**src/rtl/gmii_tx_frame_scheduler.sv**
```systemverilog
// GMII transmit frame scheduler: emits bursts of Ethernet test frames
// (preamble, SFD, header, counting payload, CRC-32 FCS, inter-frame gap).
module gmii_tx_frame_scheduler #(
  parameter int PREAMBLE_LEN = 7,
  parameter int MIN_PAYLOAD  = 46,
  parameter int MAX_PAYLOAD  = 1500,
  parameter int MIN_GAP      = 12
)(
  input  logic        clk,
  input  logic        rst,
  input  logic        SendEn,
  input  logic        Stop,
  input  logic        Clear,
  input  logic [15:0] DataLength,
  input  logic [15:0] GapLength,
  input  logic [23:0] TxLimit,
  input  logic [47:0] DstMac,
  input  logic [47:0] SrcMac,
  output logic        TxEn,
  output logic        TxErr,
  output logic [7:0]  TxData,
  output logic        Busy,
  output logic        FrameDone,
  output logic [23:0] TxCNT
);
  typedef enum logic [2:0] {
    S_IDLE, S_PRE, S_SFD, S_HDR, S_PAY, S_FCS, S_GAP
  } state_t;

  state_t       state, nxt_state;
  logic [15:0]  cnt, nxt_cnt, last_cnt;
  logic [15:0]  pay_len, gap_len, pay_clamp, gap_clamp;
  logic [47:0]  dst_mac, src_mac;
  logic [23:0]  tx_limit, burst_cnt;
  logic [31:0]  crc, nxt_crc;
  logic [7:0]   nxt_data;
  logic         nxt_en, frame_end, frame_start, burst_done;
  logic [111:0] hdr;
  logic [3:0]   hdr_idx;

  // Reflected CRC-32 (poly 0x04C11DB7 -> 0xEDB88320), one byte per call
  function automatic logic [31:0] crc32_byte(input logic [31:0] c, input logic [7:0] d);
    logic [31:0] r;
    r = c ^ {24'd0, d};
    for (int i = 0; i < 8; i++)
      r = r[0] ? ((r >> 1) ^ 32'hEDB88320) : (r >> 1);
    return r;
  endfunction

  assign pay_clamp = (DataLength < 16'(MIN_PAYLOAD)) ? 16'(MIN_PAYLOAD) :
                     (DataLength > 16'(MAX_PAYLOAD)) ? 16'(MAX_PAYLOAD) : DataLength;
  assign gap_clamp = (GapLength < 16'(MIN_GAP)) ? 16'(MIN_GAP) : GapLength;
  assign hdr        = {dst_mac, src_mac, pay_len};
  assign hdr_idx    = 4'd13 - nxt_cnt[3:0];
  assign burst_done = (tx_limit != '0) && (burst_cnt == tx_limit);

  // Next state: each non-idle state runs its counter to a terminal count
  always_comb begin
    nxt_state = state;
    nxt_cnt   = cnt + 16'd1;
    last_cnt  = '0;
    case (state)
      S_PRE:   last_cnt = 16'(PREAMBLE_LEN - 1);
      S_HDR:   last_cnt = 16'd13;
      S_PAY:   last_cnt = pay_len - 16'd1;
      S_FCS:   last_cnt = 16'd3;
      S_GAP:   last_cnt = gap_len - 16'd1;
      default: last_cnt = '0;
    endcase
    if (state == S_IDLE) begin
      nxt_cnt = '0;
      if (SendEn) nxt_state = S_PRE;
    end else if (cnt == last_cnt) begin
      nxt_cnt = '0;
      case (state)
        S_PRE:   nxt_state = S_SFD;
        S_SFD:   nxt_state = S_HDR;
        S_HDR:   nxt_state = S_PAY;
        S_PAY:   nxt_state = S_FCS;
        S_FCS:   nxt_state = S_GAP;
        S_GAP:   nxt_state = (burst_done || Stop) ? S_IDLE : S_PRE;
        default: nxt_state = S_IDLE;
      endcase
    end
  end

  // Byte to be driven next cycle, chosen from the state being entered;
  // the CRC advances on exactly the bytes that are loaded for HDR/PAY.
  always_comb begin
    nxt_en   = 1'b0;
    nxt_data = '0;
    nxt_crc  = crc;
    case (nxt_state)
      S_PRE: begin nxt_en = 1'b1; nxt_data = 8'h55; end
      S_SFD: begin nxt_en = 1'b1; nxt_data = 8'hD5; nxt_crc = '1; end
      S_HDR: begin
        nxt_en   = 1'b1;
        nxt_data = hdr[{hdr_idx, 3'b000} +: 8];
        nxt_crc  = crc32_byte(crc, nxt_data);
      end
      S_PAY: begin
        nxt_en   = 1'b1;
        nxt_data = nxt_cnt[7:0];
        nxt_crc  = crc32_byte(crc, nxt_data);
      end
      S_FCS: begin
        nxt_en   = 1'b1;
        nxt_data = ~(crc[{nxt_cnt[1:0], 3'b000} +: 8]);
      end
      default: ;
    endcase
  end

  assign frame_end   = (nxt_state == S_FCS) && (nxt_cnt == 16'd3);
  assign frame_start = (nxt_state == S_PRE) && (state != S_PRE);

  // State, registered GMII outputs, per-frame config latch and burst count
  always_ff @(posedge clk) begin
    if (rst) begin
      state     <= S_IDLE;
      cnt       <= '0;
      TxEn      <= 1'b0;
      TxErr     <= 1'b0;
      TxData    <= '0;
      Busy      <= 1'b0;
      FrameDone <= 1'b0;
      crc       <= '1;
      tx_limit  <= '0;
      burst_cnt <= '0;
      pay_len   <= 16'(MIN_PAYLOAD);
      gap_len   <= 16'(MIN_GAP);
      dst_mac   <= '0;
      src_mac   <= '0;
    end else begin
      state     <= nxt_state;
      cnt       <= nxt_cnt;
      TxEn      <= nxt_en;
      TxErr     <= 1'b0;
      TxData    <= nxt_data;
      Busy      <= (nxt_state != S_IDLE);
      FrameDone <= frame_end;
      crc       <= nxt_crc;
      if (state == S_IDLE && SendEn) begin
        tx_limit  <= TxLimit;
        burst_cnt <= '0;
      end else if (frame_end) begin
        burst_cnt <= burst_cnt + 24'd1;
      end
      if (frame_start) begin
        pay_len <= pay_clamp;
        gap_len <= gap_clamp;
        dst_mac <= DstMac;
        src_mac <= SrcMac;
      end
    end
  end

  // Status frame counter: Clear beats a same-cycle increment, saturates
  always_ff @(posedge clk) begin
    if (rst || Clear)
      TxCNT <= '0;
    else if (frame_end && TxCNT != 24'hFFFFFF)
      TxCNT <= TxCNT + 24'd1;
  end
endmodule

```
**config.mk**
```make
export PLATFORM = sky130hd
export DESIGN_NAME = gmii_tx_frame_scheduler
export DESIGN_NICKNAME = d
export VERILOG_FILES = /design/src/rtl/gmii_tx_frame_scheduler.sv
export SDC_FILE = /design/constraint.sdc
export NUM_CORES = 1
export LEC_CHECK = 0
export CORE_MARGIN = 2
export CORE_UTILIZATION = 35
export DETAILED_ROUTE_END_ITERATION = 10
export PLACE_DENSITY = 0.51
export SLEW_MARGIN = 20
export SYNTH_ARGS = -nofsm -noshare
export SYNTH_HDL_FRONTEND = slang
export SYNTH_SLANG_ARGS = --single-unit
export TNS_END_PERCENT = 5
```
**constraint.sdc**
```tcl
create_clock -name clk -period 11.5 [get_ports clk]
set_clock_uncertainty 0.2 [all_clocks]
set_input_delay 3.45 -clock clk [delete_from_list [all_inputs] [get_ports clk]]
set_output_delay 3.45 -clock clk [all_outputs]
set_load 0.05 [all_outputs]
```
==> impl_metrics.py, run 1 <==
metrics = {
    "floorplan": {
        "initial_utilization_pct": 35.5,
        "ios": 193,
        "placementRows": 76,
        "die_area_sq_um": 45400,
        "die_x_microns": 213,
        "die_h_microns": 213,
        "coreArea_sq_um": 43100,
    },
    "setup_path": {
        "arrival_ps": 8850,
        "crit_path_cell_trace": "nand3b_1 > mux2i_1 > ha_1 > nor3b_1 > nand2_1 > xor2_1 > o22ai_1 > xor2_1 > a211o_1 > a2111o_1 > a211o_1 > buf_4 > nand2_2 > inv_2 > ha_1 > inv_1 > or4_1 > and3_1 > a221oi_4 > xnor3_2 > xnor3_1 > o221ai_1 > o21a_1",
        "cpMaxStageDelayCell": "ha_1",
        "critPathMaxStageDelay_ps": 920,
        "critPathRequiredTime_ps": 11780,
        "critPathLaunchType": "register",
        "worstPathMaxFanout": 37,
        "worstSetupPathType": "register to register",
        "end_kind": "register",
    },
    "final_layout": {
        "nets": 2210,
        "seqCellArea_sq_um": 5250,
        "fillCellCount": 4361,
        "layout_commonest_cell": "nand2_1",
        "drive_above_1_share_pct": 6.08,
        "finalInstanceArea_sq_um": 18600,
        "area.growth.synth_to_final_pct": 21.7,
        "layout_common_cells": "nand2_1, dfxtp_1, a21oi_1",
        "multi_input_area_sq_um": 9400,
        "n_antenna_cell": 0,
    },
    "pwr": {
        "power_mw": 6.41,
        "ir_drop_mv": 0.175,
        "powerDensity_nw_per_um2": 344,
        "p_leak_nw": 6.75,
    },
    "cts": {
        "h-tree-depth": 1,
        "post_cts_buffers": 0,
        "ctsHoldBuffers": 0,
        "ctsResizeCount": 0,
        "numCtsBuffers": 31,
        "cts_buffer_depth": 3,
        "cts.sinks": 262,
        "clock_latency_ps": 580,
        "path_clk_slew_ps": 60,
        "cts_tree": "yes",
        "root_buffer": "clkbuf_16",
    },
    "drt": {
        "drc_errors": 0,
        "ant_nets": 0,
        "first_pass_iters": 6,
        "wire_per_inst_microns": 20.0,
        "vias": 14400,
        "drt_wl_total_microns": 53300,
        "drtIter0Drc": 1095,
        "vias_per_cell": 5.40,
    },
    "timing": {
        "rsz0062_at_grt": "no",
        "drv_slew": 0,
        "fin_crit_sh_pct": 74.6,
        "finalCriticalPeriod_ps": 8570,
        "final-hold-violation-count": 0,
        "whs_ps": 252,
        "setup_viol": 0,
        "setup_ws_ps": 2930,
        "fin_setup_tns_ps": 0,
        "fmax_mhz": 117,
        "worst_pin_slew_ps": 1100,
        "relSlewSlack_pct": 26.4,
    },
    "logic_synthesis": {
        "synth_edf_count": 0,
        "synth_area_sq_um": 15300,
        "synth_ff_type": "dfxtp_1",
        "synthArstFlopShare_pct": 0,
        "synthCells": 1941,
        "ys_ff_latch": 262,
        "ys_warn_count": 0,
        "ys_seq_area_share_pct": 34.3,
        "synth_area_per_cell_sq_um": 7.88,
        "yosysUniqueCellTypes": 98,
        "synth_fp_nets": 2103,
    },
    "global_routing": {
        "grt_pass1_vias": 14000,
        "grt_util_all_layers_pct": 23.4,
        "grt_start_max_net_pins": 98,
        "grt-ovfl-total": 0,
        "grt_pass1_wl_microns": 82100,
        "antenna_found_initial": 2,
    },
    "place": {
        "port_buffers": 191,
        "dpl_cell_area_sq_um": 17500,
        "hpwl_microns": 38900,
        "dpl_worst_slack_ps": 3070,
        "gp_congestion": 0.923,
    },
    "outcome": {
        "status": "finished, final reports clean",
    },
    "worst_hold_path": {
        "min_path_type": "register to register",
    },
    "job": {
        "maxCapViolations": 0,
    },
}
## Yosys cell counts, types with 15 or more instances
cell type,count,area (sq um)
clkbuf_1,106,398
o22ai_1,21,131
nand3_1,49,245
mux2i_1,35,350
xor2_1,84,736
xnor3_1,16,360
and3_1,30,188
a31oi_1,20,125
o21ai_0,78,390
dfxtp_1,262,5250
a21oi_1,204,1020
nor4_1,22,138
nand2_1,367,1380
nor2_1,142,533
inv_1,26,97.6
nor3_1,59,295
o221ai_1,15,131
or3_1,28,175
xnor2_1,108,946
nand4_1,22,138
buf_2,15,75.1
## registers in the layout, summed over array words and instances (netlist names)
signal,flops
FrameDone,1
TxCNT,24
tx_limit,24
gap_len,16
TxData,8
Busy,1
src_mac,48
dst_mac,48
crc,32
state,3
burst_cnt,24
cnt,16
TxEn,1
pay_len,16
## critical path, delay by kind of cell, from the launching register on
kind / cells / cell delay, ps
adders and majority gates: 2 / 1390
muxes: 1 / 220
AOI/OAI and AO/OA: 7 / 1940
xor gates and xnor gates: 4 / 1060
buffers and inverters: 3 / 940
and+or+nand+nor: 6 / 1890
DFF: 1 / 800
## final cells by class
class / count / area share, %
clock buffers: 46 / 4.96
clock inverters: 11 / 0.814
inverters: 28 / 0.565
flip-flops and latches: 262 / 28.2
well taps: 585 / 3.93
repair buffers: 209 / 11.0
multi-input cells: 1516 / 50.5
## metrics by stage
step                      instances  util [%]
after floorplan                1941         -
after global placement         2600      40.7
after detailed placement       2600      40.7
after CTS                      2657      43.2
after global routing           2657      43.2
final                          2657      43.2
## where the power goes
part	total [mW]	leakage (nW)	switching (mW)	internal [mW]
Sequential	1.47	2.14	0.284	1.19
Combinational	3.91	4.08	2.30	1.61
Clock	1.03	0.530	0.405	0.621
## worst paths after layout
check	cells past startpoint	slack, ps	startpoint	endpoint
setup / recovery	23	2930	state[2]$_SDFF_PP0_	crc[17]$_SDFFE_PP1P_
hold reg to reg	2	250	src_mac[22]$_SDFFE_PP0P_	src_mac[22]$_SDFFE_PP0P_
setup reg to reg	23	2930	state[2]$_SDFF_PP0_	crc[17]$_SDFFE_PP1P_
hold / removal	2	250	src_mac[22]$_SDFFE_PP0P_	src_mac[22]$_SDFFE_PP0P_
## logic make-up (layout without fill, tap and decap cells)
kind of cell,count (synthesis),in the layout,share of synthesized area (%)
and+or+nand+nor,787,787,23.7
AOI/OAI and AO/OA,454,454,18.6
DFF,262,262,34.3
xor gates and xnor gates,217,217,14.7
buffers and inverters,163,294,4.37
muxes,52,52,3.86
adders and majority gates,5,5,0.409
other,1,1,0.0245
## per-layer routing
layer / track usage, % / share of wire (%)
met4: 5.98 / 2.4
met3: 4.49 / 6.7
met1: 31.6 / 45
met5: 0 / 0
met2: 38.2 / 46
(Power assumes the default switching activity.)
==> run 2, diff against run 1 <==
Clock period 11.5 ns to 8.4 ns, I/O delays scaled along.
==> run 2 against run 1 <==
- worst hold slack got worse by 1.1 ps
- die area unchanged
- sequential share of layout area barely moved
- register-to-register slack worse by 2100 ps
- count of clock-buffer cells in the layout shrank 6
- highest routed layer unchanged
- core utilization barely moved
- largest power group unchanged
- sequential power is 36% higher
- first-iteration DRC count grew 20%
- combinational power rose by 39%
- global-route usage rose by 0.21 points
==> impl_metrics.py, run 2 (same netlist as run 1, synthesis figures left out) <==
metrics = {
    "place": {
        "hpwl_microns": 39000,
        "gp_congestion": 0.908,
        "dp.cells": 2612,
        "port_buffers": 191,
    },
    "timing": {
        "drv_slew": 0,
        "setup_viol": 0,
        "fin_setup_tns_ps": 0,
        "fmax_mhz": 132,
        "rsz0062_at_grt": "no",
        "relSlewSlack_pct": 30.4,
        "worst_pin_slew_ps": 1040,
        "finalCriticalPeriod_ps": 7600,
        "final-hold-violation-count": 0,
        "fin_crit_sh_pct": 90.5,
    },
    "floorplan": {
        "die_area_sq_um": 45400,
        "placementRows": 76,
        "die_h_microns": 213,
        "coreArea_sq_um": 43100,
        "die_x_microns": 213,
        "ios": 193,
        "initial_utilization_pct": 35.5,
    },
    "final_layout": {
        "layout_common_cells": "nand2_1, dfxtp_1, a21oi_1",
        "nets": 2221,
        "multi_input_area_sq_um": 9400,
        "drive_above_1_share_pct": 6.25,
        "reg.largest.list": "dst_mac x48, src_mac x48, crc x32",
        "fin_cells": 2664,
        "n_antenna_cell": 0,
        "seqCellArea_sq_um": 5250,
        "fillCellCount": 4397,
        "area.growth.synth_to_final_pct": 21.6,
        "layout_commonest_cell": "nand2_1",
    },
    "job": {
        "maxCapViolations": 0,
    },
    "global_routing": {
        "grt_start_max_net_pins": 124,
        "grt-ovfl-total": 0,
        "grt_util_all_layers_pct": 23.6,
        "antenna_found_initial": 0,
        "grt_pass1_vias": 14300,
        "grt_pass1_wl_microns": 83500,
    },
    "setup_path": {
        "worstPathMaxFanout": 15,
        "end_kind": "register",
        "critPathRequiredTime_ps": 8730,
        "arrival_ps": 7930,
        "cpMaxStageDelayCell": "or3_1",
        "critPathLaunchType": "register",
        "critical_path_buf_inv_count": 1,
        "worstSetupPathType": "register to register",
        "critPathMaxStageDelay_ps": 590,
        "critPathTopFamily": "compound AO/OA/AOI/OAI gates",
    },
    "drt": {
        "drc_errors": 0,
        "route.met2.wl_microns": 24000,
        "ant_nets": 0,
        "drt_wl_total_microns": 53000,
        "highest_layer": "met4",
        "wl_met1_microns": 24500,
        "drtIter0Drc": 1319,
        "vias_per_cell": 5.44,
        "wl_met3_microns": 3190,
        "wire_per_inst_microns": 19.9,
        "vias": 14500,
        "first_pass_iters": 5,
    },
    "pwr": {
        "p_sw_mw": 4.11,
        "power_frac_clock_pct": 14.8,
        "pwr-share-comb_pct": 62.3,
        "switching_share_pct": 47.1,
        "powerDensity_nw_per_um2": 470,
        "p_leak_nw": 6.76,
        "intPower_mw": 4.62,
        "ir_drop_mv": 0.248,
        "seqPwrFrac_pct": 22.9,
        "power_mw": 8.73,
    },
    "cts": {
        "root_buffer": "clkbuf_16",
        "cts_tree": "yes",
        "cts.sinks": 262,
        "post_cts_buffers": 0,
        "h-tree-depth": 1,
        "cts_buffer_depth": 3,
        "ctsResizeCount": 0,
        "ctsHoldBuffers": 0,
        "path_clk_slew_ps": 60,
        "clock_latency_ps": 590,
        "numCtsBuffers": 30,
    },
    "outcome": {
        "status": "finished, final reports clean",
    },
    "worst_hold_path": {
        "min_path_type": "register to register",
    },
}
## run 2: changes by cell type in the layout (fill, tap and decap cells not counted), sizes merged
cell,before,now
buf,19,31
clkbuf,46,40
clkinv,7,9
clkinvlp,1,0
## run 2: layout make-up
| class | instances | area share [%] |
|---|---|---|
| timing repair buffer | 221 | 11.5 |
| tap | 585 | 3.94 |
| clock inverter | 12 | 0.881 |
| multi-input combinational | 1516 | 50.6 |
| clock buffer | 40 | 4.29 |
| inverter | 28 | 0.565 |
| sequential | 262 | 28.2 |
## run 2: power by group through the flow
| stage | Combinational [mW] | Clock [mW] | Sequential, mW |
|---|---|---|---|
| after floorplan | 4.12 | 0 | 1.89 |
| after global placement | 5.37 | 0 | 2.01 |
| after detailed placement | 5.37 | 0 | 2.02 |
| after CTS | 5.40 | 1.34 | 2.00 |
| after global routing | 5.89 | 1.38 | 2.05 |
| final | 5.44 | 1.29 | 2.00 |
## run 2: path summary, 6_finish.rpt
| check | startpoint | endpoint | slack (ps) | cells past startpoint |
|---|---|---|---|---|
| setup / recovery | state[0]$_SDFF_PP0_ | crc[17]$_SDFFE_PP1P_ | 800 | 26 |
| hold / removal | dst_mac[20]$_SDFFE_PP0P_ | dst_mac[20]$_SDFFE_PP0P_ | 250 | 2 |
| hold reg to reg | dst_mac[20]$_SDFFE_PP0P_ | dst_mac[20]$_SDFFE_PP0P_ | 250 | 2 |
| setup reg to reg | state[0]$_SDFF_PP0_ | crc[17]$_SDFFE_PP1P_ | 800 | 26 |
## run 2: tightest hold or removal path: cells and delay by family, from the launching register on
kind,cells,cell delay (ps)
and+or+nand+nor,1,50
DFF,1,300
AOI/OAI and AO/OA,1,50
## run 2: per-stage QoR
| stage | setup WS, ps | cell area [sq um] | util [%] | hold WS (ps) |
|---|---|---|---|---|
| after detailed placement | 946 | 17600 | 40.9 | 244 |
| final | 797 | 18600 | 43.2 | 251 |
| after global routing | 417 | 18600 | 43.2 | 263 |
| after CTS | 929 | 18600 | 43.2 | 251 |
| after floorplan | 1460 | 15300 | - | 232 |
| after global placement | 1100 | 17600 | 40.9 | 241 |
## run 2: layer usage
metal  vias to the layer above  global-route usage [%]
met4                         0                    5.64
li1                       7036                       -
met5                         -                       0
met2                       464                    38.4
met3                        79                    3.22
met1                      6903                    32.9
